===== src/rtl/brick_pkg.sv =====
// Shared brick-record layout and scanner state encoding.
// Combinational definitions only; no latency, no flow control.
package brick_pkg;

    localparam int COORD_W = 8;
    localparam int SIZE_W  = 4;

    // Memory word order is {x, y, w, h, active}, 25 bits.
    typedef struct packed {
        logic [COORD_W-1:0] x;
        logic [COORD_W-1:0] y;
        logic [SIZE_W-1:0]  w;
        logic [SIZE_W-1:0]  h;
        logic               active;
    } brick_t;

    typedef enum logic [2:0] {
        IDLE,
        ISSUE,
        CHECK,
        CLEAR,
        DONE
    } scan_state_t;

endpackage


===== src/rtl/brick_hit_test.sv =====
// Axis-aligned box overlap between a square ball and a brick; purely combinational.
// Edges that only touch do not count; widened to 9 bits so sums never wrap.
module brick_hit_test
    import brick_pkg::*;
#(
    parameter int BALL_SIZE = 4
) (
    input  logic [COORD_W-1:0] ball_x_i,
    input  logic [COORD_W-1:0] ball_y_i,
    input  logic [COORD_W-1:0] brick_x_i,
    input  logic [COORD_W-1:0] brick_y_i,
    input  logic [SIZE_W-1:0]  brick_w_i,
    input  logic [SIZE_W-1:0]  brick_h_i,
    output logic               overlap_o
);

    localparam logic [COORD_W:0] BALL_EXT = BALL_SIZE[COORD_W:0];

    logic [COORD_W:0] ball_l;
    logic [COORD_W:0] ball_r;
    logic [COORD_W:0] ball_t;
    logic [COORD_W:0] ball_b;
    logic [COORD_W:0] brick_l;
    logic [COORD_W:0] brick_r;
    logic [COORD_W:0] brick_t;
    logic [COORD_W:0] brick_b;

    assign ball_l  = {1'b0, ball_x_i};
    assign ball_t  = {1'b0, ball_y_i};
    assign ball_r  = ball_l + BALL_EXT;
    assign ball_b  = ball_t + BALL_EXT;
    assign brick_l = {1'b0, brick_x_i};
    assign brick_t = {1'b0, brick_y_i};
    assign brick_r = brick_l + {{(COORD_W+1-SIZE_W){1'b0}}, brick_w_i};
    assign brick_b = brick_t + {{(COORD_W+1-SIZE_W){1'b0}}, brick_h_i};

    assign overlap_o = (ball_r > brick_l) && (ball_l < brick_r) &&
                       (ball_b > brick_t) && (ball_t < brick_b);

endmodule


===== src/rtl/brick_collision_scanner.sv =====
// Walks every brick record per ball update, clears the first active overlapping brick.
// done lands 2*NUM_BRICKS+1 edges after start (+1 with a hit); starts while busy are dropped.
module brick_collision_scanner
    import brick_pkg::*;
#(
    parameter int NUM_BRICKS = 40,
    parameter int INDEX_W    = 6,
    parameter int BALL_SIZE  = 4
) (
    input  logic               clk,
    input  logic               reset,
    input  logic               start,
    input  logic [COORD_W-1:0] ball_x,
    input  logic [COORD_W-1:0] ball_y,
    output logic [INDEX_W-1:0] mem_index,
    output logic               mem_we,
    input  logic [COORD_W-1:0] mem_x,
    input  logic [COORD_W-1:0] mem_y,
    input  logic [SIZE_W-1:0]  mem_w,
    input  logic [SIZE_W-1:0]  mem_h,
    input  logic               mem_active,
    output logic               busy,
    output logic               done,
    output logic               hit,
    output logic [INDEX_W-1:0] hit_index,
    output logic [INDEX_W:0]   active_count
);

    localparam logic [INDEX_W-1:0] LAST_IDX = INDEX_W'(NUM_BRICKS - 1);

    scan_state_t        state_q;
    logic [INDEX_W-1:0] idx_q;
    logic [COORD_W-1:0] bx_q;
    logic [COORD_W-1:0] by_q;
    logic               hit_flag_q;
    logic [INDEX_W-1:0] hit_idx_q;
    logic [INDEX_W:0]   count_q;
    logic [INDEX_W-1:0] mem_index_q;
    logic               mem_we_q;
    logic               busy_q;
    logic               done_q;
    logic               hit_q;
    logic [INDEX_W-1:0] hit_index_q;
    logic [INDEX_W:0]   active_count_q;

    brick_t             rec;
    logic               overlap;
    logic               hit_now_d;
    logic               last_d;
    logic [INDEX_W-1:0] idx_d;

    assign rec = '{x: mem_x, y: mem_y, w: mem_w, h: mem_h, active: mem_active};

    brick_hit_test #(
        .BALL_SIZE (BALL_SIZE)
    ) u_hit_test (
        .ball_x_i  (bx_q),
        .ball_y_i  (by_q),
        .brick_x_i (rec.x),
        .brick_y_i (rec.y),
        .brick_w_i (rec.w),
        .brick_h_i (rec.h),
        .overlap_o (overlap)
    );

    assign hit_now_d = rec.active && overlap && !hit_flag_q;
    assign last_d    = (idx_q == LAST_IDX);
    assign idx_d     = idx_q + 1'b1;

    // Memory-facing outputs are loaded on entry to the state that owns them.
    always_ff @(posedge clk or posedge reset) begin
        if (reset) begin
            state_q        <= IDLE;
            idx_q          <= '0;
            bx_q           <= '0;
            by_q           <= '0;
            hit_flag_q     <= 1'b0;
            hit_idx_q      <= '0;
            count_q        <= '0;
            mem_index_q    <= '0;
            mem_we_q       <= 1'b0;
            busy_q         <= 1'b0;
            done_q         <= 1'b0;
            hit_q          <= 1'b0;
            hit_index_q    <= '0;
            active_count_q <= '0;
        end else begin
            mem_we_q <= 1'b0;
            done_q   <= 1'b0;
            case (state_q)
                IDLE: begin
                    // busy_q is still high during the done pulse; that cycle is not idle.
                    if (start && !busy_q) begin
                        bx_q        <= ball_x;
                        by_q        <= ball_y;
                        idx_q       <= '0;
                        hit_flag_q  <= 1'b0;
                        hit_idx_q   <= '0;
                        count_q     <= '0;
                        mem_index_q <= '0;
                        busy_q      <= 1'b1;
                        state_q     <= ISSUE;
                    end else begin
                        busy_q <= 1'b0;
                    end
                end
                ISSUE: begin
                    state_q <= CHECK;
                end
                CHECK: begin
                    if (hit_now_d) begin
                        hit_idx_q <= idx_q;
                        mem_we_q  <= 1'b1;
                        state_q   <= CLEAR;
                    end else begin
                        if (rec.active) begin
                            count_q <= count_q + 1'b1;
                        end
                        if (last_d) begin
                            state_q <= DONE;
                        end else begin
                            idx_q       <= idx_d;
                            mem_index_q <= idx_d;
                            state_q     <= ISSUE;
                        end
                    end
                end
                CLEAR: begin
                    hit_flag_q <= 1'b1;
                    if (last_d) begin
                        state_q <= DONE;
                    end else begin
                        idx_q       <= idx_d;
                        mem_index_q <= idx_d;
                        state_q     <= ISSUE;
                    end
                end
                DONE: begin
                    done_q         <= 1'b1;
                    hit_q          <= hit_flag_q;
                    hit_index_q    <= hit_idx_q;
                    active_count_q <= count_q;
                    state_q        <= IDLE;
                end
                default: begin
                    state_q <= IDLE;
                end
            endcase
        end
    end

    assign mem_index    = mem_index_q;
    assign mem_we       = mem_we_q;
    assign busy         = busy_q;
    assign done         = done_q;
    assign hit          = hit_q;
    assign hit_index    = hit_index_q;
    assign active_count = active_count_q;

endmodule

===== config.mk =====
export PLATFORM = sky130hd
export DESIGN_NAME = brick_collision_scanner
export DESIGN_NICKNAME = d
export VERILOG_FILES = /design/src/rtl/brick_pkg.sv /design/src/rtl/brick_hit_test.sv /design/src/rtl/brick_collision_scanner.sv
export SDC_FILE = /design/constraint.sdc
export NUM_CORES = 1
export LEC_CHECK = 0
export ABC_CLOCK_PERIOD_IN_PS = 4200
export BUFFER_PORTS_ARGS = -buffer_cell sky130_fd_sc_hd__buf_2
export CELL_PAD_IN_SITES_DETAIL_PLACEMENT = 1
export CELL_PAD_IN_SITES_GLOBAL_PLACEMENT = 1
export CORE_MARGIN = 2
export CORE_UTILIZATION = 33
export DETAILED_ROUTE_END_ITERATION = 10
export PLACE_DENSITY_LB_ADDON = 0.12
export SLEW_MARGIN = 25
export SYNTH_ARGS = -nofsm -noshare
export SYNTH_HDL_FRONTEND = slang
export SYNTH_SLANG_ARGS = --single-unit
export TNS_END_PERCENT = 30

===== constraint.sdc =====
create_clock -name clk -period 4.2 [get_ports clk]
set_input_delay 0.42 -clock clk [delete_from_list [all_inputs] [get_ports clk]]
set_output_delay 0.42 -clock clk [all_outputs]
set_load 0.05 [all_outputs]

==> results of run 1 <==
## critical path, stage by stage
cell and delay (ps):
sky130_fd_sc_hd__buf_2 120, sky130_fd_sc_hd__ha_1 220, sky130_fd_sc_hd__fa_1 400, sky130_fd_sc_hd__a21o_1 170, sky130_fd_sc_hd__a21oi_1 270, sky130_fd_sc_hd__nor3_1 100, sky130_fd_sc_hd__xnor2_1 140, sky130_fd_sc_hd__ha_1 290
sky130_fd_sc_hd__nand3_1 110, sky130_fd_sc_hd__o221ai_1 130, sky130_fd_sc_hd__o221ai_1 300, sky130_fd_sc_hd__o2111ai_2 260, sky130_fd_sc_hd__o31ai_2 380, sky130_fd_sc_hd__nor4_1 100, sky130_fd_sc_hd__a311o_1 320
## state kept, by name, indices dropped and copies added (netlist names)
register and cells:
active_count 7, busy 1, bx_q 8, by_q 8, count_q 7, done 1
hit 1, hit_flag_q 1, hit_idx_q 6, hit_index 6, idx_q 6, mem_we 1
state_q 3
## metrics by stage
stage                     power [W]   util
final                       0.00234  0.400
after global routing        0.00258  0.400
after CTS                   0.00239  0.400
after detailed placement    0.00194  0.387
after global placement      0.00190  0.387
after floorplan             0.00162      -
## layer usage
| metal | vias up | routed length (um) | global-route usage |
|---|---|---|---|
| li1 | 1556 | - | - |
| met1 | 1550 | 4680 | 0.221 |
| met2 | 56 | 4700 | 0.292 |
| met3 | 10 | 305 | 0.0262 |
| met4 | 0 | 101 | 0.0333 |
| met5 | - | 0 | 0 |
## path summary, 6_finish.rpt
check | to | slack, ps | from | cells after the start
min in group clk | by_q[3]$_DFFE_PP0P_ | 310 | ball_y[3] | 3
setup reg to reg | count_q[2]$_DFFE_PP0P_ | 1100 | by_q[2]$_DFFE_PP0P_ | 11
hold / removal | done$_DFF_PP0_ | 180 | reset | 2
setup / recovery | count_q[2]$_DFFE_PP0P_ | 660 | mem_y[0] | 15
hold reg to reg | hit_index[4]$_DFFE_PP0P_ | 510 | hit_index[4]$_DFFE_PP0P_ | 1
max in group asynchronous | state_q[1]$_DFFE_PP0N_ | 3190 | reset | 3
## power groups by stage
stage	Clock [W]	Combinational (W)	Sequential (W)
final	0.000432	0.00104	0.000876
after global routing	0.000472	0.00120	0.000907
after CTS	0.000451	0.00106	0.000878
after detailed placement	0	0.00105	0.000888
after global placement	0	0.00101	0.000889
after floorplan	0	0.000698	0.000924
## cells in the final DEF (no fill, tap or decap), types with 5 or more instances in the layout
cell / count
sky130_fd_sc_hd__buf_2: 66
sky130_fd_sc_hd__nand2_1: 63
sky130_fd_sc_hd__dfrtp_1: 56
sky130_fd_sc_hd__ha_1: 42
sky130_fd_sc_hd__inv_1: 26
sky130_fd_sc_hd__nand3_1: 21
sky130_fd_sc_hd__a21oi_1: 20
sky130_fd_sc_hd__xnor2_1: 16
sky130_fd_sc_hd__mux2_2: 14
sky130_fd_sc_hd__o21ai_1: 14
sky130_fd_sc_hd__nor2_1: 11
sky130_fd_sc_hd__o21ai_0: 10
sky130_fd_sc_hd__or3_1: 8
sky130_fd_sc_hd__a21o_1: 6
sky130_fd_sc_hd__and3_1: 6
sky130_fd_sc_hd__xor2_1: 5
sky130_fd_sc_hd__clkbuf_16: 5
## layout make-up
cell class              count  share of cell area
multi-input cells         303               0.500
clock buffers               5              0.0284
flip-flops and latches     56               0.319
repair buffers             70              0.0819
clock inverters             3             0.00597
well taps                 140              0.0398
inverters                  30              0.0256
## logic make-up (layout without fill, tap and decap cells)
group,after synthesis,in the layout,share of synthesized area
AO/OA/AOI/OAI,80,80,0.141
XOR/XNOR,21,21,0.0490
flip-flops,56,56,0.373
buffers and inverters,41,108,0.0456
multiplexers,16,16,0.0473
AND/OR/NAND/NOR,142,142,0.194
adder cells (fa/ha/maj),44,44,0.151
==> results.py, run 1 <==
metrics = {
    "status": {
        "status": "completed",
    },
    "drt": {
        "drt-initial-drc-count": 135,
        "drt.antenna.violating_nets": 0,
        "route.vias.total": 3172,
        "avgViaCountPerCell": 5.23,
        "drt_pass1_iterations": 4,
        "route.detailed.wl_per_inst_um": 16.1,
        "routed_wirelength_um": 9790,
        "drc": 0,
    },
    "timing": {
        "maxSlewHeadroom": 0.364,
        "timing_hold_violations_final": 0,
        "timing.final.ws_setup_ps": 659,
        "layout_min_cycle_time_ps": 3540,
        "max_clock_freq_mhz": 282,
        "period_share": 0.843,
        "finalSetupViolCount": 0,
        "clock_skew_ps": 4.41,
        "final-max-slew-violation-count": 0,
        "finalHoldWorstSlack_ps": 184,
        "worstMarginPinSlew_ps": 954,
        "rsz0062_at_grt": "no",
        "timing.setup.tns_ps": 0,
    },
    "place": {
        "dp_hpwl_um": 7780,
        "last_weighted_congestion_value_of_the_routability_driven_placer": 0.818,
        "portBuffers": 66,
        "placedInstanceArea_sq_um": 4250,
        "dp_worst_setup_slack_ps": 342,
        "numPlacedInstances": 599,
    },
    "power": {
        "pwr-share-seq": 0.373,
        "sw_frac_of_total": 0.429,
        "power.leakage_nw": 2.22,
        "power.share.clock": 0.184,
        "combPwrFrac": 0.442,
        "vdd.ir_drop.worst_v": 0.000256,
        "net-switching-power_w": 0.00101,
        "power_density_nw_per_um2": 533,
        "power_report.internal_total_w": 0.00134,
    },
    "cells_and_area": {
        "final_cell_area_sq_um": 4400,
        "fillCellCount": 1293,
        "layout-drive-gt1-share": 0.231,
        "num_antenna_cells": 0,
        "syn2layout_area_growth_pct": 17.1,
        "fin_nets": 554,
        "multiInputGateArea_sq_um": 2200,
        "final_cell_count_no_fill": 607,
        "final-seq-area_sq_um": 1400,
    },
    "synthesis": {
        "synth_top_area_frac": 0.373,
        "synth_largest_area_cell": "sky130_fd_sc_hd__dfrtp_1",
        "mappedNetlistNets": 488,
        "post_synthesis_register_bit_count": 56,
        "synth_cell_type_count": 59,
        "synth-async-reset-ratio": 1.00,
        "postSynthCellCount": 400,
        "synth-edff-count": 0,
        "yosysSeqAreaShare": 0.373,
        "synth.cells.most_frequent": "63 x sky130_fd_sc_hd__nand2_1, 56 x sky130_fd_sc_hd__dfrtp_1, 42 x sky130_fd_sc_hd__ha_1",
        "ys_dominant_reg_cell": "sky130_fd_sc_hd__dfrtp_1",
        "yosysMostFrequentCell": "sky130_fd_sc_hd__nand2_1",
        "postSynthAreaPerCell_sq_um": 9.39,
        "synth.cell_area_sq_um": 3760,
        "post_synth_main_area_contributors": "sky130_fd_sc_hd__dfrtp_1 37%, sky130_fd_sc_hd__ha_1 14%, sky130_fd_sc_hd__nand2_1 6.3%",
        "ys_warn_count": 0,
    },
    "worst_hold_path": {
        "worst_hold_path_type": "input port to async pin",
    },
    "grt": {
        "number_of_global_route_vias_before_repair": 3450,
        "grt_usage": 0.167,
        "grt_antenna_before_repair": 0,
        "grt_pass1_wl_um": 17100,
        "grt_overflow": 0,
        "grt_start_max_net_pins": 31,
    },
    "critical_path": {
        "worstSetupStartpointType": "input port",
        "timing.setup.critical_path_class": "input port to flip-flop",
        "critical_path_peak_fanout": 5,
        "timing.critical_path.arrival_ps": 3720,
        "end_kind": "flip-flop",
        "worstPathRequired_ps": 4380,
    },
    "die": {
        "floorplan.io_pins": 67,
        "chipHeight_um": 111,
        "dieWidth_um": 111,
        "core.rowCount": 38,
        "placeableCoreArea_sq_um": 11000,
        "dieArea_sq_um": 12300,
        "initial_core_util": 0.342,
    },
    "clock_tree": {
        "cts_post_setup_buffers_inserted": 0,
        "cts_tree": "built",
        "clk-insertion-delay-late_ps": 290,
        "post_cts_resize_count": 0,
        "cts_max_path_buffers": 2,
        "numCtsBuffers": 5,
        "clock_sinks": 56,
        "cts_root_buffer": "sky130_fd_sc_hd__clkbuf_16",
        "ctsHoldBuffers": 0,
        "path_clk_slew_ps": 80,
        "htree_num_levels": 2,
    },
    "run": {
        "maxCapViolations": 0,
    },
}
Note: power is estimated with default switching activity, not from simulation.
==> run 2: changes to the inputs <==
--- a/config.mk
+++ b/config.mk
@@ -5,7 +5,7 @@
 export SDC_FILE = /design/constraint.sdc
 export NUM_CORES = 1
 export LEC_CHECK = 0
-export ABC_CLOCK_PERIOD_IN_PS = 4200
+export ABC_CLOCK_PERIOD_IN_PS = 3530
 export BUFFER_PORTS_ARGS = -buffer_cell sky130_fd_sc_hd__buf_2
 export CELL_PAD_IN_SITES_DETAIL_PLACEMENT = 1
 export CELL_PAD_IN_SITES_GLOBAL_PLACEMENT = 1
==> constraint.sdc (replaced) <==
create_clock -name clk -period 3.53 [get_ports clk]
set_input_delay 0.353 -clock clk [delete_from_list [all_inputs] [get_ports clk]]
set_output_delay 0.353 -clock clk [all_outputs]
set_load 0.05 [all_outputs]
==> results.py, run 2 (synthesis gave the netlist of run 1 again) <==
metrics = {
    "timing": {
        "clock_skew_ps": 7.23,
        "timing_hold_violations_final": 0,
        "maxSlewHeadroom": 0.470,
        "final-max-slew-violation-count": 0,
        "finalHoldWorstSlack_ps": 201,
        "worstMarginPinSlew_ps": 794,
        "finalSetupViolCount": 0,
        "layout_min_cycle_time_ps": 3230,
        "rsz0062_at_grt": "no",
        "max_clock_freq_mhz": 310,
        "period_share": 0.914,
    },
    "cells_and_area": {
        "layout.cells.most_common_list": "66 x sky130_fd_sc_hd__buf_2, 63 x sky130_fd_sc_hd__nand2_1, 56 x sky130_fd_sc_hd__dfrtp_1",
        "fillCellCount": 1318,
        "num_antenna_cells": 0,
        "utilization": 0.406,
        "syn2layout_area_growth_pct": 18.8,
        "layout-drive-gt1-share": 0.243,
        "final_common_cell": "sky130_fd_sc_hd__buf_2",
        "reg.largest.list": "bx_q x8, by_q x8",
        "final_cell_area_sq_um": 4460,
        "fin_nets": 560,
    },
    "critical_path": {
        "rr_worst_depth": 12,
        "worstReg2RegStart": "by_q[2]$_DFFE_PP0P_",
        "crit_path_start": "mem_y[0]",
        "critical_path_peak_fanout": 24,
        "timing.critical_path.arrival_ps": 3440,
        "end_kind": "flip-flop",
        "crit_slowest_cell": "sky130_fd_sc_hd__fa_1",
        "timing.setup.critical_path_class": "input port to flip-flop",
        "crit_chain": "buf_2 -> ha_1 -> fa_1 -> a21o_1 -> a21oi_1 -> buf_4 -> xnor2_1 -> ha_1 -> nand3_1 -> o221ai_1 -> o221ai_2 -> o2111ai_2 -> nor4_4 -> buf_12 -> a21oi_1 -> o21ai_1",
        "worstPathRequired_ps": 3740,
        "critPathMaxStageDelay_ps": 400,
        "worstSetupStartpointType": "input port",
    },
    "status": {
        "status": "completed",
    },
    "clock_tree": {
        "clk-insertion-delay-late_ps": 300,
        "numCtsBuffers": 5,
        "cts_root_buffer": "sky130_fd_sc_hd__clkbuf_16",
        "clock_sinks": 56,
        "htree_num_levels": 2,
        "cts_post_setup_buffers_inserted": 0,
        "cts_tree": "built",
        "cts_max_path_buffers": 2,
        "path_clk_slew_ps": 70,
    },
    "drt": {
        "drt-initial-drc-count": 139,
        "drt_pass1_iterations": 5,
        "avgViaCountPerCell": 5.19,
        "drt.antenna.violating_nets": 0,
        "drc": 0,
        "route.vias.total": 3179,
        "route.detailed.wl_per_inst_um": 16.2,
        "routed_wirelength_um": 9910,
    },
    "power": {
        "vdd.ir_drop.worst_v": 0.000367,
        "power_density_nw_per_um2": 631,
        "power.leakage_nw": 2.25,
    },
    "die": {
        "dieWidth_um": 111,
        "placeableCoreArea_sq_um": 11000,
        "core.rowCount": 38,
        "initial_core_util": 0.342,
        "chipHeight_um": 111,
        "floorplan.io_pins": 67,
        "dieArea_sq_um": 12300,
    },
    "run": {
        "maxCapViolations": 0,
    },
    "place": {
        "dp_hpwl_um": 7920,
        "placedInstanceArea_sq_um": 4300,
        "portBuffers": 66,
        "last_weighted_congestion_value_of_the_routability_driven_placer": 0.800,
    },
    "grt": {
        "grt_start_max_net_pins": 38,
        "number_of_global_route_vias_before_repair": 3394,
        "grt_usage": 0.170,
        "grt_overflow": 0,
        "grt_pass1_wl_um": 17100,
        "grt_antenna_before_repair": 0,
    },
    "worst_hold_path": {
        "worst_hold_path_type": "input port to async pin",
    },
}
-- run 2: cell types whose count changed in the layout (fill, tap and decap cells not counted) --
cell / change
sky130_fd_sc_hd__buf_4: +5
sky130_fd_sc_hd__buf_12: +1
sky130_fd_sc_hd__clkbuf_8: +1
sky130_fd_sc_hd__clkinv_2: +1
sky130_fd_sc_hd__clkinv_4: -1
sky130_fd_sc_hd__inv_6: -1
sky130_fd_sc_hd__o221ai_1: -1
sky130_fd_sc_hd__o221ai_2: +1
-- run 2: worst max-delay path, delay by kind of cell --
family / cells / cell delay [ps]
AO/OA/AOI/OAI: 7 / 1210
XOR/XNOR: 1 / 120
buffers and inverters: 3 / 470
AND/OR/NAND/NOR: 2 / 430
adder cells (fa/ha/maj): 3 / 870
-- run 2: repair_timing --
item	CTS	global route
hold buffers	0	0
endpoints found under the setup margin	0	8
resized for setup	0	1
-- run 2: worst paths after layout --
| path | slack [ps] | end |
|---|---|---|
| max | 300 | count_q[1]$_DFFE_PP0P_ |
| min | 200 | done$_DFF_PP0_ |
| max reg2reg | 550 | count_q[1]$_DFFE_PP0P_ |
| min reg2reg | 510 | hit_index[5]$_DFFE_PP0P_ |
| max in group asynchronous | 2540 | bx_q[3]$_DFFE_PP0P_ |
| min in group clk | 250 | by_q[1]$_DFFE_PP0P_ |
-- run 2: metrics by stage --
stage / setup WS, ps / TNS [ps] / std cells / power (W)
after global placement: -39.9 / -39.9 / 605 / 0.00227
after floorplan: 237 / 0 / 400 / 0.00193
after detailed placement: -131 / -1030 / 605 / 0.00232
after global routing: 2.69 / 0 / 613 / 0.00308
after CTS: 151 / 0 / 613 / 0.00285
final: 302 / 0 / 613 / 0.00282
-- run 2: routing by layer --
layer,wire length [um],up-vias,global-route usage
li1,-,1567,-
met1,4800,1536,0.231
met2,4620,67,0.283
met3,353,9,0.0273
met4,140,0,0.0425
met5,0,-,0
-- run 2: power by group --
group          switching, W  internal, W
clock              0.000238     0.000285
sequential         0.000242     0.000805
combinational      0.000712     0.000533
-- run 2: cell type report --
class	count	area, sq um	area share
flip-flops and latches	56	1400	0.314
well taps	140	175	0.0392
multi-input cells	303	2200	0.494
clock inverters	2	13.8	0.00308
clock buffers	6	139	0.0311
inverters	30	113	0.0252
repair buffers	76	418	0.0936
==> run 3: changes to the inputs <==
--- a/config.mk
+++ b/config.mk
@@ -12,7 +12,7 @@
 export CORE_MARGIN = 2
 export CORE_UTILIZATION = 33
 export DETAILED_ROUTE_END_ITERATION = 10
-export PLACE_DENSITY_LB_ADDON = 0.12
+export PLACE_DENSITY_LB_ADDON = 0.1
 export SLEW_MARGIN = 25
 export SYNTH_ARGS = -nofsm -noshare
 export SYNTH_HDL_FRONTEND = slang
==> results.py, run 3 (synthesis gave the netlist of run 1 again) <==
metrics = {
    "drt": {
        "drt_pass1_iterations": 4,
        "drc": 0,
        "avgViaCountPerCell": 5.13,
        "drt.antenna.violating_nets": 0,
        "routed_wirelength_um": 9870,
        "route.detailed.wl_per_inst_um": 16.1,
        "drt-initial-drc-count": 133,
        "route.vias.total": 3153,
    },
    "timing": {
        "period_share": 0.902,
        "finalHoldWorstSlack_ps": 192,
        "maxSlewHeadroom": 0.483,
        "timing_hold_violations_final": 0,
        "layout_min_cycle_time_ps": 3180,
        "timing.setup.tns_ps": 0,
        "final-max-slew-violation-count": 0,
        "finalSetupViolCount": 0,
        "max_clock_freq_mhz": 314,
        "timing.final.ws_setup_ps": 345,
        "clock_skew_ps": 4.92,
        "rsz0062_at_grt": "no",
        "worstMarginPinSlew_ps": 775,
    },
    "die": {
        "floorplan.io_pins": 67,
        "dieWidth_um": 111,
        "core.rowCount": 38,
        "placeableCoreArea_sq_um": 11000,
        "dieArea_sq_um": 12300,
        "chipHeight_um": 111,
        "initial_core_util": 0.342,
    },
    "cells_and_area": {
        "fin_nets": 562,
        "layout-drive-gt1-share": 0.248,
        "layout.cells.most_common_list": "66 x sky130_fd_sc_hd__buf_2, 63 x sky130_fd_sc_hd__nand2_1, 56 x sky130_fd_sc_hd__dfrtp_1",
        "syn2layout_area_growth_pct": 19.4,
        "reg.largest.list": "bx_q x8, by_q x8",
        "final_cell_area_sq_um": 4490,
        "final_common_cell": "sky130_fd_sc_hd__buf_2",
        "num_antenna_cells": 0,
    },
    "worst_hold_path": {
        "worst_hold_path_type": "input port to async pin",
    },
    "grt": {
        "grt_start_max_net_pins": 38,
        "grt_antenna_before_repair": 0,
        "number_of_global_route_vias_before_repair": 3407,
        "grt_usage": 0.168,
        "grt_overflow": 0,
        "grt_pass1_wl_um": 16900,
    },
    "clock_tree": {
        "cts_max_path_buffers": 2,
        "cts_tree": "built",
        "cts_post_setup_buffers_inserted": 0,
        "htree_num_levels": 2,
        "clk-insertion-delay-late_ps": 300,
        "numCtsBuffers": 5,
        "path_clk_slew_ps": 80,
        "cts_root_buffer": "sky130_fd_sc_hd__clkbuf_16",
        "clock_sinks": 56,
    },
    "critical_path": {
        "timing.critical_path.arrival_ps": 3420,
        "crit_path_frequent_cell": "sky130_fd_sc_hd__a21oi_1",
        "worstSetupStartpointType": "input port",
        "end_kind": "flip-flop",
        "critPathMaxStageDelay_ps": 400,
        "timing.critical_path.max_delay_family": "compound AO/OA/AOI/OAI gates",
        "critical_path_peak_fanout": 24,
        "rr_worst_depth": 12,
        "crit_slowest_cell": "sky130_fd_sc_hd__fa_1",
        "crit_chain": "buf_2 -> ha_1 -> fa_1 -> a21o_1 -> a21oi_1 -> buf_4 -> xnor2_1 -> ha_1 -> nand3_1 -> o221ai_1 -> o221ai_2 -> o2111ai_2 -> nor4_4 -> buf_12 -> a21oi_1 -> a21oi_1",
        "worstPathRequired_ps": 3760,
        "worst-path-stages": 16,
        "timing.critical_path.buf_inv": 3,
        "timing.setup.critical_path_class": "input port to flip-flop",
    },
    "place": {
        "last_weighted_congestion_value_of_the_routability_driven_placer": 0.803,
        "dp_hpwl_um": 7760,
        "portBuffers": 66,
        "placedInstanceArea_sq_um": 4320,
        "dp_worst_setup_slack_ps": -179,
    },
    "power": {
        "power.leakage_nw": 2.26,
        "vdd.ir_drop.worst_v": 0.000453,
        "power_density_nw_per_um2": 629,
        "totalPowerFinal_w": 0.00282,
    },
    "status": {
        "status": "completed",
    },
    "run": {
        "maxCapViolations": 0,
    },
}
run 3: changes by cell type in the layout (fill, tap and decap cells not counted), sizes merged:
cell    delta
buf        +2
inv        +2
clkinv     -1
clkbuf     -1
run 3: power breakdown:
group,switching (W),internal [W]
sequential,0.000241,0.000805
clock,0.000253,0.000274
combinational,0.000716,0.000533
run 3: through the flow:
step | cells | util
final | 615 | 0.408
after global routing | 615 | 0.408
after CTS | 615 | 0.407
after detailed placement | 607 | 0.393
after global placement | 607 | 0.393
after floorplan | 400 | -
run 3: layout make-up:
class	instances	area (sq um)
fillers	1310	6500
multi-input cells	303	2210
flip-flops and latches	56	1400
repair buffers	78	433
well taps	140	175
clock buffers	5	125
inverters	30	113
clock inverters	3	28.8
run 3: repair_timing:
item                       in CTS  in global routing
hold buffers                    0                  0
setup endpoints to repair       0                  3
gates resized for setup         0                  2
run 3: path summary, 6_finish.rpt:
check	endpoint	startpoint	slack [ps]
setup / recovery	count_q[0]$_DFFE_PP0P_	mem_y[0]	350
hold / removal	hit_index[0]$_DFFE_PP0P_	reset	190
setup reg to reg	count_q[0]$_DFFE_PP0P_	by_q[2]$_DFFE_PP0P_	570
hold reg to reg	hit_index[2]$_DFFE_PP0P_	hit_index[2]$_DFFE_PP0P_	510
max in group asynchronous	active_count[5]$_DFFE_PP0P_	reset	2570
min in group clk	by_q[3]$_DFFE_PP0P_	ball_y[3]	240
run 3: routing by layer:
| metal | wire length [um] | global-route usage | share of wire |
|---|---|---|---|
| met4 | 130 | 0.0450 | 0.013 |
| met1 | 4620 | 0.216 | 0.47 |
| met5 | 0 | 0 | 0 |
| met3 | 314 | 0.0241 | 0.032 |
| met2 | 4810 | 0.295 | 0.49 |
